$ cat src/rtl/float_acc_to_log_encoder_pkg.sv
// float_log_pkg: shared types, bias helpers and the LUT generator function
// for the float-accumulator to log-number encoder.
//   exp_bias()       - IEEE-style bias 2^(w-1)-1 for a w-bit exponent
//   float_dec_t      - stage-1 decode record {sign, is_zero, is_inf, exp, frac}
//   range_t          - rebias outcome (in range / overflow / underflow)
//   log2_lut_entry() - round-nearest(2^frac * log2(1 + idx/2^k))
package float_log_pkg;

    // Decode record fields are sized for exponents/fractions up to 16 bits.
    localparam int DEC_EXP_W  = 20;
    localparam int DEC_FRAC_W = 17;

    // Fixed-point precision and guard bits used by the LUT generator.
    localparam int LUT_PREC  = 30;
    localparam int LUT_GUARD = 8;

    typedef struct packed {
        logic                        sign;
        logic                        is_zero;
        logic                        is_inf;
        logic signed [DEC_EXP_W-1:0] exp;   // unbiased input exponent
        logic [DEC_FRAC_W-1:0]       frac;  // LUT output, FRAC+1 bits used
    } float_dec_t;

    typedef enum logic [1:0] {
        RANGE_OK  = 2'd0,
        RANGE_OVF = 2'd1,
        RANGE_UNF = 2'd2
    } range_t;

    function automatic int exp_bias(input int w);
        return (1 << (w - 1)) - 1;
    endfunction

    function automatic int min_int(input int a, input int b);
        return (a < b) ? a : b;
    endfunction

    // log2 of 1.idx by repeated squaring: each squaring doubles the log, and
    // a result >= 2 yields the next fraction bit. Extra guard bits are
    // generated and then rounded away.
    function automatic int unsigned log2_lut_entry(input int unsigned idx,
                                                   input int k,
                                                   input int frac);
        logic [63:0] y;
        logic [63:0] two;
        int unsigned r;
        y   = 64'(idx) + (64'd1 << k);
        y   = (y << LUT_PREC) >> k;
        two = 64'd1 << (LUT_PREC + 1);
        r   = 0;
        for (int b = 0; b < frac + LUT_GUARD; b++) begin
            y = (y * y) >> LUT_PREC;
            r = r << 1;
            if (y >= two) begin
                r = r | 32'd1;
                y = y >> 1;
            end
        end
        return (r + (32'd1 << (LUT_GUARD - 1))) >> LUT_GUARD;
    endfunction

endpackage

$ cat src/rtl/float_acc_to_log_encoder_if.sv
// Handshake/data bundle for float_acc_to_log_encoder.
//   inValid/inReady/inFloat    - accumulator word input
//   outValid/outReady/outLog   - packed log-number output
//   ovfCount/unfCount          - overflow/underflow event counters
// master: producer/consumer side (PE array read-out + activation buffer)
// slave : the encoder
interface float_acc_to_log_encoder_if #(
    parameter int IN_W  = 16,
    parameter int OUT_W = 16
);
    logic             inValid;
    logic             inReady;
    logic [IN_W-1:0]  inFloat;
    logic             outValid;
    logic             outReady;
    logic [OUT_W-1:0] outLog;
    logic [15:0]      ovfCount;
    logic [15:0]      unfCount;

    modport master (
        output inValid, inFloat, outReady,
        input  inReady, outValid, outLog, ovfCount, unfCount
    );

    modport slave (
        input  inValid, inFloat, outReady,
        output inReady, outValid, outLog, ovfCount, unfCount
    );
endinterface

$ cat src/rtl/float_acc_to_log_encoder_lut.sv
// float_to_log_lut: combinational log2(1.f) fraction table.
//   idx   [K-1:0]  - top K fraction bits of the input mantissa
//   entry [FRAC:0] - round-nearest(2^FRAC * log2(1 + idx/2^K)), 0..2^FRAC
// Table contents are generated at elaboration from log2_lut_entry().
module float_to_log_lut
    import float_log_pkg::*;
#(
    parameter int K    = 7,
    parameter int FRAC = 7
) (
    input  logic [K-1:0]  idx,
    output logic [FRAC:0] entry
);

    logic [FRAC:0] lut_rom [2**K];

    for (genvar i = 0; i < 2**K; i++) begin : g_rom
        localparam int unsigned VAL = log2_lut_entry(i, K, FRAC);
        assign lut_rom[i] = (FRAC + 1)'(VAL);
    end

    assign entry = lut_rom[idx];

endmodule

$ cat src/rtl/float_acc_to_log_encoder.sv
// float_acc_to_log_encoder: converts linear float accumulator words into
// packed log numbers {sign, biased log exp, log frac} through a 2-stage
// valid/ready pipeline (full throughput, backpressure, depth 2).
//   clock  - sole clock
//   resetN - asynchronous active-low reset; drops in-flight words
//   bus    - float_acc_to_log_encoder_if.slave (handshakes, data, counters)
// Optional feature: define FLOAT_TO_LOG_STATS_EN to build the saturating
// overflow/underflow counters; otherwise ovfCount/unfCount are tied to 0.
module float_acc_to_log_encoder
    import float_log_pkg::*;
#(
    parameter int ACC_EXP            = 8,
    parameter int ACC_FRAC           = 7,
    parameter int EXP                = 8,
    parameter int FRAC               = 7,
    parameter int LINEAR_TO_LOG_BITS = 11
) (
    input logic                        clock,
    input logic                        resetN,
    float_acc_to_log_encoder_if.slave  bus
);

    localparam int ACC_BIAS = exp_bias(ACC_EXP);
    localparam int EXP_BIAS = exp_bias(EXP);
    localparam int K        = min_int(ACC_FRAC, LINEAR_TO_LOG_BITS);
    localparam int OUT_W    = 1 + EXP + FRAC;

    localparam logic signed [DEC_EXP_W-1:0] L_BIAS = DEC_EXP_W'(EXP_BIAS);
    localparam logic signed [DEC_EXP_W-1:0] A_BIAS = DEC_EXP_W'(ACC_BIAS);
    localparam logic signed [DEC_EXP_W-1:0] L_OVF  = DEC_EXP_W'((2**EXP) - 1);
    localparam logic signed [DEC_EXP_W-1:0] L_ZERO = '0;

    // ---------------- input decode ----------------
    logic                        in_sign;
    logic [ACC_EXP-1:0]          in_exp;
    logic [ACC_FRAC-1:0]         in_frac;
    logic [K-1:0]                lut_idx;
    logic [FRAC:0]               lut_entry;
    logic signed [DEC_EXP_W-1:0] exp_unb;
    float_dec_t                  dec;

    assign {in_sign, in_exp, in_frac} = bus.inFloat;
    assign lut_idx = in_frac[ACC_FRAC-1 -: K];

    float_to_log_lut #(.K(K), .FRAC(FRAC)) u_lut (
        .idx   (lut_idx),
        .entry (lut_entry)
    );

    always_comb begin
        exp_unb     = $signed({{(DEC_EXP_W - ACC_EXP){1'b0}}, in_exp}) - A_BIAS;
        dec.sign    = in_sign;
        dec.is_zero = (in_exp == '0);
        dec.is_inf  = &in_exp;         // NaN folds into inf
        dec.exp     = exp_unb;
        dec.frac    = DEC_FRAC_W'(lut_entry);
    end

    // ---------------- pipeline control ----------------
    logic s1_valid_q, s1_valid_d;
    logic s2_valid_q, s2_valid_d;
    logic s1_load, s2_load;
    float_dec_t s1_dec_q, s1_dec_d;
    logic [OUT_W-1:0] out_log_q, out_log_d;

    assign s2_load     = !s2_valid_q || bus.outReady;
    assign s1_load     = !s1_valid_q || s2_load;
    assign bus.inReady = s1_load;

    always_comb begin
        s1_valid_d = s1_valid_q;
        s1_dec_d   = s1_dec_q;
        if (s1_load) begin
            s1_valid_d = bus.inValid;
            if (bus.inValid) s1_dec_d = dec;
        end
    end

    // ---------------- stage 2: rebias, range, pack ----------------
    logic                        carry;
    logic [FRAC-1:0]             log_frac;
    logic signed [DEC_EXP_W-1:0] l_val;
    logic [OUT_W-1:0]            log_c;
    range_t                      range_c;

    always_comb begin
        // A LUT entry of exactly 2^FRAC rolls over into the integer exponent.
        carry    = s1_dec_q.frac[FRAC];
        log_frac = carry ? '0 : s1_dec_q.frac[FRAC-1:0];
        l_val    = $signed(s1_dec_q.exp) + L_BIAS
                   + $signed({{(DEC_EXP_W - 1){1'b0}}, carry});
        range_c  = RANGE_OK;
        log_c    = {s1_dec_q.sign, l_val[EXP-1:0], log_frac};
        if (s1_dec_q.is_zero) begin
            log_c = {s1_dec_q.sign, {EXP{1'b0}}, {FRAC{1'b0}}};
        end else if (s1_dec_q.is_inf) begin
            log_c = {s1_dec_q.sign, {EXP{1'b1}}, {FRAC{1'b0}}};
        end else if (l_val >= L_OVF) begin
            range_c = RANGE_OVF;
            log_c   = {s1_dec_q.sign, {(EXP - 1){1'b1}}, 1'b0, {FRAC{1'b1}}};
        end else if (l_val <= L_ZERO) begin
            range_c = RANGE_UNF;
            log_c   = {s1_dec_q.sign, {EXP{1'b0}}, {FRAC{1'b0}}};
        end
    end

    always_comb begin
        s2_valid_d = s2_valid_q;
        out_log_d  = out_log_q;
        if (s2_load) begin
            s2_valid_d = s1_valid_q;
            if (s1_valid_q) out_log_d = log_c;
        end
    end

    always_ff @(posedge clock or negedge resetN) begin
        if (!resetN) begin
            s1_valid_q <= 1'b0;
            s2_valid_q <= 1'b0;
            s1_dec_q   <= '0;
            out_log_q  <= '0;
        end else begin
            s1_valid_q <= s1_valid_d;
            s2_valid_q <= s2_valid_d;
            s1_dec_q   <= s1_dec_d;
            out_log_q  <= out_log_d;
        end
    end

    assign bus.outValid = s2_valid_q;
    assign bus.outLog   = out_log_q;

    // Decode-record fraction bits above FRAC are never populated.
    logic unused_bits;
    assign unused_bits = ^s1_dec_q.frac[DEC_FRAC_W-1:FRAC+1];

    // ---------------- optional statistics ----------------
`ifdef FLOAT_TO_LOG_STATS_EN
    range_t      range_q, range_d;
    logic [15:0] ovf_count_q, ovf_count_d;
    logic [15:0] unf_count_q, unf_count_d;
    logic        xfer;

    assign xfer = s2_valid_q && bus.outReady;

    always_comb begin
        range_d     = range_q;
        ovf_count_d = ovf_count_q;
        unf_count_d = unf_count_q;
        if (s2_load && s1_valid_q) range_d = range_c;
        if (xfer && (range_q == RANGE_OVF) && (ovf_count_q != 16'hFFFF))
            ovf_count_d = ovf_count_q + 16'd1;
        if (xfer && (range_q == RANGE_UNF) && (unf_count_q != 16'hFFFF))
            unf_count_d = unf_count_q + 16'd1;
    end

    always_ff @(posedge clock or negedge resetN) begin
        if (!resetN) begin
            range_q     <= RANGE_OK;
            ovf_count_q <= '0;
            unf_count_q <= '0;
        end else begin
            range_q     <= range_d;
            ovf_count_q <= ovf_count_d;
            unf_count_q <= unf_count_d;
        end
    end

    assign bus.ovfCount = ovf_count_q;
    assign bus.unfCount = unf_count_q;
`else
    logic unused_stats;
    assign unused_stats = ^range_c;
    assign bus.ovfCount = '0;
    assign bus.unfCount = '0;
`endif

endmodule

$ cat src/flat_wrapper.sv
// flat-port wrapper written by rule: the top's interface ports become plain ports
module float_acc_to_log_encoder_flat import float_log_pkg::*;
#(
    parameter int ACC_EXP            = 8,
    parameter int ACC_FRAC           = 7,
    parameter int EXP                = 8,
    parameter int FRAC               = 7,
    parameter int LINEAR_TO_LOG_BITS = 11
)
  (clock, resetN, bus_inValid, bus_inFloat, bus_outReady, bus_inReady, bus_outValid, bus_outLog, bus_ovfCount, bus_unfCount);
  float_acc_to_log_encoder_if #(.IN_W(16), .OUT_W(16)) bus_i ();
  input logic clock;
  input logic resetN;
  input wire logic [$bits(bus_i.inValid)-1:0] bus_inValid;
  input wire logic [$bits(bus_i.inFloat)-1:0] bus_inFloat;
  input wire logic [$bits(bus_i.outReady)-1:0] bus_outReady;
  output wire logic [$bits(bus_i.inReady)-1:0] bus_inReady;
  output wire logic [$bits(bus_i.outValid)-1:0] bus_outValid;
  output wire logic [$bits(bus_i.outLog)-1:0] bus_outLog;
  output wire logic [$bits(bus_i.ovfCount)-1:0] bus_ovfCount;
  output wire logic [$bits(bus_i.unfCount)-1:0] bus_unfCount;
  assign bus_i.inValid = bus_inValid;
  assign bus_i.inFloat = bus_inFloat;
  assign bus_i.outReady = bus_outReady;
  assign bus_inReady = bus_i.inReady;
  assign bus_outValid = bus_i.outValid;
  assign bus_outLog = bus_i.outLog;
  assign bus_ovfCount = bus_i.ovfCount;
  assign bus_unfCount = bus_i.unfCount;
  float_acc_to_log_encoder #(.ACC_EXP(ACC_EXP), .ACC_FRAC(ACC_FRAC), .EXP(EXP), .FRAC(FRAC), .LINEAR_TO_LOG_BITS(LINEAR_TO_LOG_BITS)) u_core (.clock(clock), .resetN(resetN), .bus(bus_i));
endmodule
$ cat config.mk
export PLATFORM = sky130hd
export DESIGN_NAME = float_acc_to_log_encoder_flat
export DESIGN_NICKNAME = d
export VERILOG_FILES = /design/src/rtl/float_acc_to_log_encoder_pkg.sv /design/src/rtl/float_acc_to_log_encoder_if.sv /design/src/rtl/float_acc_to_log_encoder_lut.sv /design/src/rtl/float_acc_to_log_encoder.sv /design/src/flat_wrapper.sv
export SDC_FILE = /design/constraint.sdc
export NUM_CORES = 1
export LEC_CHECK = 0
export CAP_MARGIN = 10
export CORE_AREA = 2 2 80 82
export CTS_BUF_LIST = sky130_fd_sc_hd__clkbuf_8 sky130_fd_sc_hd__clkbuf_16
export DETAILED_ROUTE_END_ITERATION = 8
export DIE_AREA = 0 0 82 84
export GPL_ROUTABILITY_DRIVEN = 0
export PLACE_DENSITY = 0.79
export REMOVE_ABC_BUFFERS = 1
export SKIP_CTS_REPAIR_TIMING = 1
export SLEW_MARGIN = 5
export SYNTH_ARGS = -nofsm -noshare
export SYNTH_HDL_FRONTEND = slang
export SYNTH_SLANG_ARGS = --single-unit
$ cat constraint.sdc
create_clock -name clock -period 5 [get_ports clock]
set_input_delay 1.5 -clock clock [delete_from_list [all_inputs] [get_ports clock]]
set_output_delay 1.5 -clock clock [all_outputs]
set_load 0.01 [all_outputs]
; ---- Word level (Yosys, flattened, before mapping)
; Memories as Yosys holds them, arrays and structs flattened. A register that Yosys moved wholly into a read port is not among the register bits.
; Index checks and enable logic that the tools add are counted.
[totals]
ff_bits = 41
latch_bits = 0
mem_bits_rw = 0
rom_bits = 1024
input_bits = 20
out_inout_bits = 50
n_memories = 1
[op_classes]
n_addsub = 3
multipliers = 0
div = 0
magnitude_cmp = 2
eq_ne = 0
shifts = 0
mux = 5
n_bitwise = 1
reduce_logical = 9
[mem_list]
columns = name, words, width, read_ports, rd_clocked_by_memory_dff, write_ports, line
row1 = (name not given), 128, 8, 1, 1, 0, float_acc_to_log_encoder_lut.sv:22  ; assign entry = lut_rom[idx];
[ops]
columns = op, n
row1 = $mux 15, 4
row2 = $add 20x2->20, 1
row3 = $add 20x8->20 const B, 1
row4 = $ge 20x9->1 const B, 1
row5 = $le 20x1->1 const B, 1
row6 = $sub 8x7->9 const B, 1
row7 = $logic_not 8->1, 1
row8 = $not 7->8, 1
row9 = $reduce_and 8->1, 1
row10 = $mux 7, 1
row11 = $reduce_and 2->1, 2
row12 = $logic_not 1->1, 3
row13 = $logic_or 1x1->1, 2

; ---- Longest topological paths before layout
; Gate-level depths: netlist of run 1.
[depth]
ltp_word = 7
mapped_depth = 10
depth_no_buf = 10

; ---- Cells and area by module
; Synthesis of run 1 repeated with hierarchy kept, for this count alone.
[unflattened]
cells_unflattened = 389
hier_area_um2 = 3349.5
[by_module_without_submodules]
columns = mod, n_inst, cells_each, area_per_inst_um2, seq_area_each_um2
row1 = float_acc_to_log_encoder, 1, 221, 2227.1, 950.9
row2 = float_to_log_lut, 1, 168, 1122.3, 0.0

; ---- Worst setup path before layout of run 1
; No wires, ideal clock.
[synth_path]
path_kind = input port to flip-flop
start = input port bus_inFloat[1]
end = register, netlist name u_core.s1_dec_q[0]
t_arrival_ps = 3372
setup_slack_ps = 1493
cell_stages = 8
n_path_buf = 1
cell_sequence = clkbuf_1 > inv_1 > ha_1 > nor2b_1 > or2_2 > mux4_2 > o32ai_1 > a21oi_1
[synth_via]
elab_chain_cells = 1
[synth_lines]
columns = element, line
row1 = "start, declared", flat_wrapper.sv:15  ; input wire logic [$bits(bus_i.inFloat)-1:0] bus_inFloat;
row2 = $not 7->8 (not written as such), float_acc_to_log_encoder_lut.sv:22
; Every way passes these cells.
; A chain may end at the register's enable or synchronous reset.

; ---- Final worst setup path of run 1
[layout_path]
start = input port bus_outReady
end = output port bus_inReady
[layout_via]
elab_chain_cells = 2
[layout_lines]
columns = element, line
row1 = "start, declared", flat_wrapper.sv:16  ; input wire logic [$bits(bus_i.outReady)-1:0] bus_outReady;
row2 = $logic_or 1x1->1, float_acc_to_log_encoder.sv:66  ; assign s2_load = !s2_valid_q || bus.outReady;
row3 = $logic_or 1x1->1, float_acc_to_log_encoder.sv:67  ; assign s1_load = !s1_valid_q || s2_load;
row4 = "end, declared", flat_wrapper.sv:17  ; output wire logic [$bits(bus_i.inReady)-1:0] bus_inReady;
; Every way passes these cells.

==> results.sh, run 1 <==
export IMPL_antennaDiodeCount=0
export IMPL_setup_tns_ns=0
export IMPL_dp_hpwl_um=5180
export IMPL_synth_most_common_cell="nand2_1"
export IMPL_wire_per_inst_um=14.6
export IMPL_critPathCaptureType="output port"
export IMPL_setup_violations=0
export IMPL_synth_top_area_cell="dfrtp_1"
export IMPL_path_class="in -> out"
export IMPL_fin_crit_ns=4.21
export IMPL_wl_met2_um=3610
export IMPL_cellPowerDensity_nw_per_um2=289
export IMPL_layout_setup_ws_ns=0.794
export IMPL_die_x_um=82
export IMPL_status="complete, no violations"
export IMPL_cts_root_buf="clkbuf_8"
export IMPL_max_vdd_ir_drop_uv=140
export IMPL_die_area_um2=6890
export IMPL_max_clock_freq_mhz=238
export IMPL_drc=0
export IMPL_cts_tree="yes"
export IMPL_path_clk_slew_ns=0.07
export IMPL_worstPathArrival_ns=2.71
export IMPL_synthCells=378
export IMPL_fin_util=0.571
export IMPL_grt_pass1_wl_um=12000
export IMPL_fin_crit_sh=0.841
export IMPL_maxSlewViolCount=0
export IMPL_synth_seq_cells=37
export IMPL_antenna_found_initial=0
export IMPL_htree_num_levels=2
export IMPL_start_util=0.510
export IMPL_synth_cell_types=62
export IMPL_syn_to_final_growth_pct=11.8
export IMPL_core_area_um2=6100
export IMPL_vias_per_cell=5.81
export IMPL_synth_seq_area_share=0.298
export IMPL_num_vias=2802
export IMPL_clock_sinks=37
export IMPL_cap_viol_max_count=0
export IMPL_grt_pass1_vias=2594
export IMPL_grt_max_degree=38
export IMPL_dp_slack_ns=0.797
export IMPL_ys_flop_type="dfrtp_1"
export IMPL_worst_pin_slew_ns=0.803
export IMPL_ios=70
export IMPL_wl_met3_um=412
export IMPL_die_h_um=84
export IMPL_relSlewSlack=0.461
export IMPL_hold_start="u_core.bus.outLog[8]$_DFFE_PN0P_"
export IMPL_rsz0062_at_grt="false"
export IMPL_cts_buffers_inserted=5
export IMPL_nets=440
export IMPL_p_leak_nw=1.50
export IMPL_hold_violations=0
export IMPL_synth_area_leaders="dfrtp_1, buf_4, o21ai_0, ha_1, nand2_1"
export IMPL_crit_start="bus_outReady"
export IMPL_clk_latency_ns=0.28
export IMPL_syn_area_um2=3110
export IMPL_synthTopCellsByCount="nand2_1, o21ai_0, dfrtp_1"
export IMPL_worstHoldPathType="reg -> reg"
export IMPL_worstPathRequired_ns=3.50
export IMPL_postRouteAntennaNets=0
export IMPL_yosys_warnings=0
export IMPL_dr_pass1_iters=5
export IMPL_io_buffers=37
export IMPL_drive_gt1_frac=0.0667
export IMPL_async_flop_share=1.00
export IMPL_rows=29
export IMPL_track_usage=0.217
export IMPL_timing_rr_start="u_core.s1_dec_q[22]$_DFFE_PN0P_"
export IMPL_fin_skew_ns=0.00517
export IMPL_first_iter_violations=191
export IMPL_worst_path_max_fanout=4
export IMPL_wl_met1_um=2920
export IMPL_grt_ovfl_total=0
export IMPL_cp_start_kind="input pin"
export IMPL_top_layer_used="met4"
export IMPL_clk_path_buf_depth=2
export IMPL_synth_edf_count=0
export IMPL_synth_top_area_frac=0.298
export IMPL_wl_um=7030
export IMPL_syn_area_per_cell_um2=8.23
-- layout by cell type (no fill, tap or decap), types with 13 or more instances in the layout --
master           netlist  final
nand2b_1              13     13
a21oi_1               13     13
nor2_1                18     18
clkdlybuf4s50_1        0     36
o21ai_0               38     38
dfrtp_1               37     37
conb_1                 1     32
nand2_1               42     42
inv_1                 20     20
ha_1                  14     14
-- metrics by stage --
| stage | cells | power [mW] | hold WS (ns) | area, um^2 |
|---|---|---|---|---|
| 6_report | 482 | 1.01 | 0.493 | 3480 |
| 5_1_grt | 482 | 1.08 | 0.532 | 3480 |
| 4_1_cts | 482 | 1.02 | 0.501 | 3480 |
| 3_5_place_dp | 476 | 0.825 | 0.481 | 3400 |
| 3_3_place_gp | 476 | 0.810 | 0.463 | 3400 |
| 2_1_floorplan | 355 | 0.636 | 0.442 | 2890 |
-- final timing paths --
path                                                           to  slack, ns  cells past startpoint
worst max-delay path                                  bus_inReady       0.79                      3
worst min-delay path             u_core.bus.outLog[8]$_DFFE_PN0P_       0.49                      2
worst max register to register  u_core.bus.outLog[10]$_DFFE_PN0P_       2.17                      7
min in group asynchronous         u_core.s1_dec_q[21]$_DFFE_PN0P_       1.30                      1
max in group asynchronous         u_core.s1_dec_q[19]$_DFFE_PN0P_       3.19                      1
worst min register to register   u_core.bus.outLog[8]$_DFFE_PN0P_       0.49                      2
-- per-layer routing --
metal | GRT usage | up-vias
met4 | 0.0606 | 0
met5 | 0 | -
li1 | - | 1359
met1 | 0.284 | 1314
met3 | 0.0368 | 8
met2 | 0.362 | 121
-- registers in the layout (all words and copies together), names as in the netlist --
name                 cells
u_core.s1_dec_q         19
u_core.bus.outLog       16
u_core.bus.outValid      1
u_core.s1_valid_q        1
-- worst max-delay path, cell delays in order --
cell,delay (ns)
clkdlybuf4s50_1,0.47
nand3b_1,0.17
clkdlybuf4s50_1,0.57
-- kinds of logic (layout without fill, tap and decap cells) --
family          count (synthesis)  after routing  share of synthesized area
compound gates                117            117                      0.264
simple gates                  117            117                      0.193
buf+inv                        75             71                      0.134
flops                          37             37                      0.298
fa+ha+maj                      14             14                     0.0563
xor+xnor                       11             11                     0.0310
mux                             6              6                     0.0237
other cells                     1             32                    0.00121
-- final cells by class --
cell class / count / area, um^2
clock inverters: 1 / 5.00
multi-input cells: 297 / 1890
inverters: 21 / 78.8
flip-flops and latches: 37 / 926
well taps: 77 / 96.3
clock buffers: 5 / 68.8
repair buffers: 44 / 418
fillers: 559 / 2620
-- where the power goes --
| group | internal (mW) | leakage [nW] | switching, mW |
|---|---|---|---|
| Combinational | 0.194 | 1.03 | 0.210 |
| Clock | 0.0915 | 0.0399 | 0.0956 |
| Sequential | 0.365 | 0.437 | 0.0503 |
| Total | 0.650 | 1.50 | 0.356 |
No activity file was read; power rests on OpenSTA's default activity.
==> inputs of run 2 (changes only) <==
Settings changed: CORE_AREA 2 2 80 82 to 2 2 86 88, DIE_AREA 0 0 82 84 to 0 0 88 90, PLACE_DENSITY 0.79 to 0.72.
Clock period 5 ns to 3.69 ns, I/O delays scaled along.
==> run 2 against run 1 <==
  * Worst hold slack worse by 0.00085 ns
  * Count of clock-buffer cells in the layout stayed put
  * Critical endpoint unchanged
  * Clock skew is 0.0031 ns higher
  * Non-clock buffer count is 5 higher
  * Core utilization is 5.7 points lower
  * Setup slack worse by 0.49 ns
  * Final cell count is 6.0% higher
  * Register-to-register slack worse by 1.3 ns
  * Highest routed layer unchanged
  * Sequential share of layout area is 0.92 points lower
==> results.sh, run 2 (synthesis results as in run 1) <==
export IMPL_htree_num_levels=2
export IMPL_critPathBufInv=2
export IMPL_wire_per_inst_um=14.4
export IMPL_fin_crit_sh=0.917
export IMPL_wl_um=7370
export IMPL_track_usage=0.194
export IMPL_first_iter_violations=175
export IMPL_die_h_um=90
export IMPL_die_x_um=88
export IMPL_die_area_um2=7920
export IMPL_ios=70
export IMPL_io_buffers=37
export IMPL_cellPowerDensity_nw_per_um2=426
export IMPL_dp_hpwl_um=5460
export IMPL_cp_slowest_cell="clkdlybuf4s50_1"
export IMPL_rrSetupSlack_ns=0.83
export IMPL_final_cell_mix="nand2_1, o21ai_0, dfrtp_1"
export IMPL_cp_start_kind="input pin"
export IMPL_holdWs_ns=0.492
export IMPL_clk_latency_ns=0.29
export IMPL_path_cells="clkdlybuf4s50_1 -> nand3b_1 -> clkdlybuf4s50_1"
export IMPL_nets=445
export IMPL_clk_path_buf_depth=2
export IMPL_max_vdd_ir_drop_uv=150
export IMPL_rsz0062_at_grt="false"
export IMPL_ff_latch_area_um2=926
export IMPL_status="complete, no violations"
export IMPL_fin_crit_ns=3.39
export IMPL_layout_setup_ws_ns=0.305
export IMPL_syn_to_final_growth_pct=15.8
export IMPL_core_area_um2=7020
export IMPL_fin_area_um2=3600
export IMPL_worstPathRequired_ns=2.58
export IMPL_cp_common_cell="clkdlybuf4s50_1"
export IMPL_max_stage_delay_ns=0.55
export IMPL_critPathCaptureType="output port"
export IMPL_num_vias=2815
export IMPL_cts_tree="yes"
export IMPL_relSlewSlack=0.462
export IMPL_antennaDiodeCount=0
export IMPL_postPlaceCellArea_um2=3470
export IMPL_drc=0
export IMPL_worstHoldPathType="reg -> reg"
export IMPL_largest_reg_flops=19
export IMPL_setup_tns_ns=0
export IMPL_fin_util=0.513
export IMPL_num_fill_cells=692
export IMPL_cts_buffers_inserted=5
export IMPL_antenna_found_initial=0
export IMPL_path_class="in -> out"
export IMPL_grt_ovfl_total=0
export IMPL_mostFrequentLayoutCell="nand2_1"
export IMPL_fin_cells=511
export IMPL_rows=31
export IMPL_max_clock_freq_mhz=295
export IMPL_postRouteAntennaNets=0
export IMPL_grt_max_degree=38
export IMPL_dp_cells=503
export IMPL_worst_pin_slew_ns=0.807
export IMPL_worstPathArrival_ns=2.28
export IMPL_largest_register="u_core.s1_dec_q"
export IMPL_dp_slack_ns=0.246
export IMPL_clock_sinks=37
export IMPL_maxSlewViolCount=0
export IMPL_vias_per_cell=5.51
export IMPL_fin_skew_ns=0.00823
export IMPL_path_delay_family="buffers and inverters"
export IMPL_dr_pass1_iters=5
export IMPL_grt_pass1_vias=2742
export IMPL_setup_violations=0
export IMPL_path_clk_slew_ns=0.07
export IMPL_hold_violations=0
export IMPL_drive_gt1_frac=0.0825
export IMPL_worst_path_max_fanout=4
export IMPL_start_util=0.443
export IMPL_grt_pass1_wl_um=12600
export IMPL_p_leak_nw=1.55
export IMPL_finalPower_mw=1.53
export IMPL_cts_root_buf="clkbuf_8"
export IMPL_cap_viol_max_count=0
export IMPL_multi_input_area_um2=1890
## run 2: worst paths after layout
path,startpoint,end,cells after the start
max,bus_outReady,bus_inReady,3
min,u_core.s1_dec_q[39]$_DFFE_PN0P_,u_core.s1_dec_q[39]$_DFFE_PN0P_,2
max reg2reg,u_core.s1_dec_q[17]$_DFFE_PN0P_,u_core.bus.outLog[10]$_DFFE_PN0P_,9
min reg2reg,u_core.s1_dec_q[39]$_DFFE_PN0P_,u_core.s1_dec_q[39]$_DFFE_PN0P_,2
max in group asynchronous,resetN,u_core.bus.outLog[15]$_DFFE_PN0P_,1
min in group asynchronous,resetN,u_core.s1_dec_q[3]$_DFFE_PN0P_,1
## run 2: worst min-delay path, cell delays in order, from the launching register on
cell and delay (ns):
dfrtp_1 0.35, nand2_1 0.05, nand2_1 0.05
## run 2: layer usage
metal | track usage | share of wire | up-vias
met5 | 0 | 0 | -
met4 | 0.0833 | 0.022 | 0
met3 | 0.0312 | 0.055 | 16
met2 | 0.311 | 0.49 | 107
met1 | 0.254 | 0.43 | 1332
li1 | - | - | 1360
## run 2: cell type report
cell class                      count  share of cell area
Tap cell                           99              0.0344
Sequential cell                    37               0.257
Clock buffer                        5              0.0191
Inverter                           21              0.0219
Multi-Input combinational cell    297               0.523
Timing Repair Buffer               49               0.126
Clock inverter                      3              0.0181
## run 2: where the power goes
| part | internal (mW) | switching, mW | leakage [nW] |
|---|---|---|---|
| Sequential | 0.494 | 0.0689 | 0.437 |
| Clock | 0.269 | 0.147 | 0.0681 |
| Combinational | 0.266 | 0.289 | 1.05 |
| Total | 1.03 | 0.505 | 1.55 |
==> inputs of run 3 (changes only) <==
Settings changed: CORE_AREA 2 2 86 88 to 2 2 88 90, DIE_AREA 0 0 88 90 to 0 0 90 92, PLACE_DENSITY 0.72 to 0.73, SYNTH_HIERARCHICAL set to 1.
==> run 3 against run 2 <==
  * Critical path type unchanged
  * Total power decreased by 1.3%
  * Die area up 4.5%
  * Count of clock-buffer cells in the layout unchanged
  * Largest power group unchanged
  * Synthesized cell count rose by 2.9%
  * Fmax is 0.37% lower
  * Clock power down 15%
  * Worst hold slack gained 0.00052 ns
  * Sequential power increased by 3.9%
  * Register-to-register slack is essentially flat
  * Cell area rose by 5.1%
==> results.sh, run 3 <==
export IMPL_relSlewSlack=0.452
export IMPL_vias_per_cell=5.40
export IMPL_p_comb_frac=0.380
export IMPL_status="complete, no violations"
export IMPL_grt_pass1_wl_um=12100
export IMPL_track_usage=0.172
export IMPL_die_h_um=92
export IMPL_cp_start_kind="input pin"
export IMPL_rsz0062_at_grt="false"
export IMPL_postPlaceCellArea_um2=3670
export IMPL_synth_top_area_frac=0.284
export IMPL_finalPower_mw=1.51
export IMPL_setup_tns_ns=0
export IMPL_cap_viol_max_count=0
export IMPL_clock_sinks=38
export IMPL_dr_pass1_iters=4
export IMPL_path_delay_family="buffers and inverters"
export IMPL_fin_cells=524
export IMPL_maxSlewViolCount=0
export IMPL_dp_hpwl_um=5440
export IMPL_syn_area_per_cell_um2=8.61
export IMPL_io_buffers=37
export IMPL_synth_edf_count=0
export IMPL_clk_latency_ns=0.30
export IMPL_p_leak_nw=1.60
export IMPL_rrSetupSlack_ns=0.82
export IMPL_synth_cell_types=63
export IMPL_critPathBufInv=2
export IMPL_cp_depth=3
export IMPL_p_sw_frac=0.337
export IMPL_grt_max_degree=39
export IMPL_num_fill_cells=728
export IMPL_worstPathRequired_ns=2.58
export IMPL_worstPathArrival_ns=2.29
export IMPL_cts_tree="yes"
export IMPL_dp_cells=516
export IMPL_cellPowerDensity_nw_per_um2=400
export IMPL_setup_violations=0
export IMPL_antenna_found_initial=0
export IMPL_fin_crit_sh=0.921
export IMPL_timing_rr_start="u_core/carry$_DFFE_PN0P_"
export IMPL_path_class="in -> out"
export IMPL_syn_area_um2=3350
export IMPL_worst_path_max_fanout=3
export IMPL_synthCells=389
export IMPL_synth_seq_cells=38
export IMPL_ios=70
export IMPL_rows=32
export IMPL_die_area_um2=8280
export IMPL_num_vias=2827
export IMPL_drive_gt1_frac=0.116
export IMPL_fin_skew_ns=0.0114
export IMPL_syn_to_final_growth_pct=13.0
export IMPL_drc=0
export IMPL_hold_violations=0
export IMPL_die_x_um=90
export IMPL_worstReg2RegEnd="u_core/bus.outLog[4]$_DFFE_PN0P_"
export IMPL_largest_register="u_core/s1_dec_q"
export IMPL_fin_util=0.508
export IMPL_p_sw_uw=510
export IMPL_p_int_mw=1.00
export IMPL_fin_crit_ns=3.40
export IMPL_path_clk_slew_ns=0.07
export IMPL_clk_path_buf_depth=2
export IMPL_htree_num_levels=2
export IMPL_max_clock_freq_mhz=294
export IMPL_worst_pin_slew_ns=0.821
export IMPL_largest_reg_flops=19
export IMPL_grt_ovfl_total=0
export IMPL_final_cell_mix="nand2_1, dfrtp_1, clkdlybuf4s50_1"
export IMPL_yosys_warnings=6
export IMPL_synth_top_area_cell="dfrtp_1"
export IMPL_synth_seq_area_share=0.284
export IMPL_p_seq_frac=0.387
export IMPL_postRouteAntennaNets=0
export IMPL_crit_start="bus_outReady"
export IMPL_cp_common_cell="clkdlybuf4s50_1"
export IMPL_fin_area_um2=3790
export IMPL_worstHoldPathType="reg -> reg"
export IMPL_synth_most_common_cell="nand2_1"
export IMPL_cts_buffers_inserted=5
export IMPL_ys_flop_type="dfrtp_1"
export IMPL_critPathCaptureType="output port"
export IMPL_async_flop_share=1.00
export IMPL_wl_um=7220
export IMPL_mostFrequentLayoutCell="nand2_1"
export IMPL_cts_root_buf="clkbuf_8"
export IMPL_r2r_cells=13
export IMPL_first_iter_violations=197
export IMPL_core_area_um2=7450
export IMPL_critPathCapture="bus_inReady"
export IMPL_synth_area_leaders="dfrtp_1, buf_4, ha_1, nand2_1, mux2_2"
export IMPL_max_stage_delay_ns=0.56
export IMPL_nets=457
export IMPL_cp_slowest_cell="clkdlybuf4s50_1"
export IMPL_synthTopCellsByCount="nand2_1, dfrtp_1, buf_4"
export IMPL_antennaDiodeCount=0
export IMPL_wire_per_inst_um=13.8
export IMPL_start_util=0.450
export IMPL_path_cells="clkdlybuf4s50_1 -> nand3b_1 -> clkdlybuf4s50_1"
export IMPL_max_vdd_ir_drop_uv=151
export IMPL_clkPwrFrac=0.233
export IMPL_grt_pass1_vias=2527
[run 3: per-stage QoR]
| stage | hold slack [ns] | worst slack (ns) |
|---|---|---|
| 6_report | 0.492 | 0.292 |
| 5_1_grt | 0.528 | 0.270 |
| 4_1_cts | 0.496 | 0.297 |
| 3_5_place_dp | 0.485 | 0.167 |
| 3_3_place_gp | 0.471 | 0.200 |
| 2_1_floorplan | 0.450 | 0.811 |
[run 3: worst reg2reg max path, stage by stage, from the launching register on]
cell	delay (ns)
dfrtp_1	0.39
inv_1	0.06
ha_1	0.22
ha_1	0.27
nor3b_1	0.17
buf_4	0.16
nand2_1	0.08
nand2_1	0.07
ha_1	0.30
nand3b_1	0.17
nor3_1	0.29
a2111oi_2	0.11
buf_4	0.18
a221o_1	0.30
[run 3: layer usage]
layer  vias to the layer above  global-route usage  share of wire
met5                         -                   0              0
met2                        79               0.291           0.49
met1                      1340               0.229           0.46
met3                        11              0.0238          0.041
li1                       1397                   -              -
met4                         0              0.0526          0.013
[run 3: final cells by class]
class                   instances  area, um^2  area share
clock buffers                   5        68.8      0.0182
repair buffers                 54         493       0.130
multi-input cells             305        2040       0.538
inverters                      17        63.8      0.0169
clock inverters                 3        45.0      0.0119
well taps                     102         128      0.0337
flip-flops and latches         38         951       0.251
[run 3: kinds of logic after synthesis]
family,count (synthesis),share of synthesized area
XOR/XNOR,12,0.0314
other,2,0.00224
adder cells (fa/ha/maj),16,0.0598
AND/OR/NAND/NOR,119,0.180
AO/OA/AOI/OAI,106,0.228
multiplexers,19,0.0721
flip-flops,38,0.284
buffers and inverters,77,0.143
[run 3: how the worst min path moves through the flow]
stage                                    start                           endpoint  slack (ns)  cells after the start
2_1_floorplan  u_core/s1_dec_q[17]$_DFFE_PN0P_    u_core/s1_dec_q[17]$_DFFE_PN0P_        0.45                      2
3_3_place_gp   u_core/s1_dec_q[17]$_DFFE_PN0P_    u_core/s1_dec_q[17]$_DFFE_PN0P_        0.47                      2
3_5_place_dp   u_core/s1_dec_q[17]$_DFFE_PN0P_    u_core/s1_dec_q[17]$_DFFE_PN0P_        0.49                      2
4_1_cts          u_core/s1_valid_q$_DFFE_PN0N_    u_core/bus.outValid$_DFFE_PN0P_        0.50                      1
5_1_grt        u_core/s1_dec_q[39]$_DFFE_PN0P_  u_core/bus.outLog[15]$_DFFE_PN0P_        0.53                      1
6_report         u_core/s1_valid_q$_DFFE_PN0N_    u_core/bus.outValid$_DFFE_PN0P_        0.49                      1
[run 3: power by group through the flow]
| stage | Clock, mW | Combinational (mW) | Sequential, mW |
|---|---|---|---|
| floorplan | 0 | 0.289 | 0.606 |
| global placement | 0 | 0.563 | 0.592 |
| detailed placement | 0 | 0.577 | 0.595 |
| CTS | 0.360 | 0.579 | 0.586 |
| global route | 0.374 | 0.627 | 0.600 |
| finish | 0.353 | 0.576 | 0.585 |
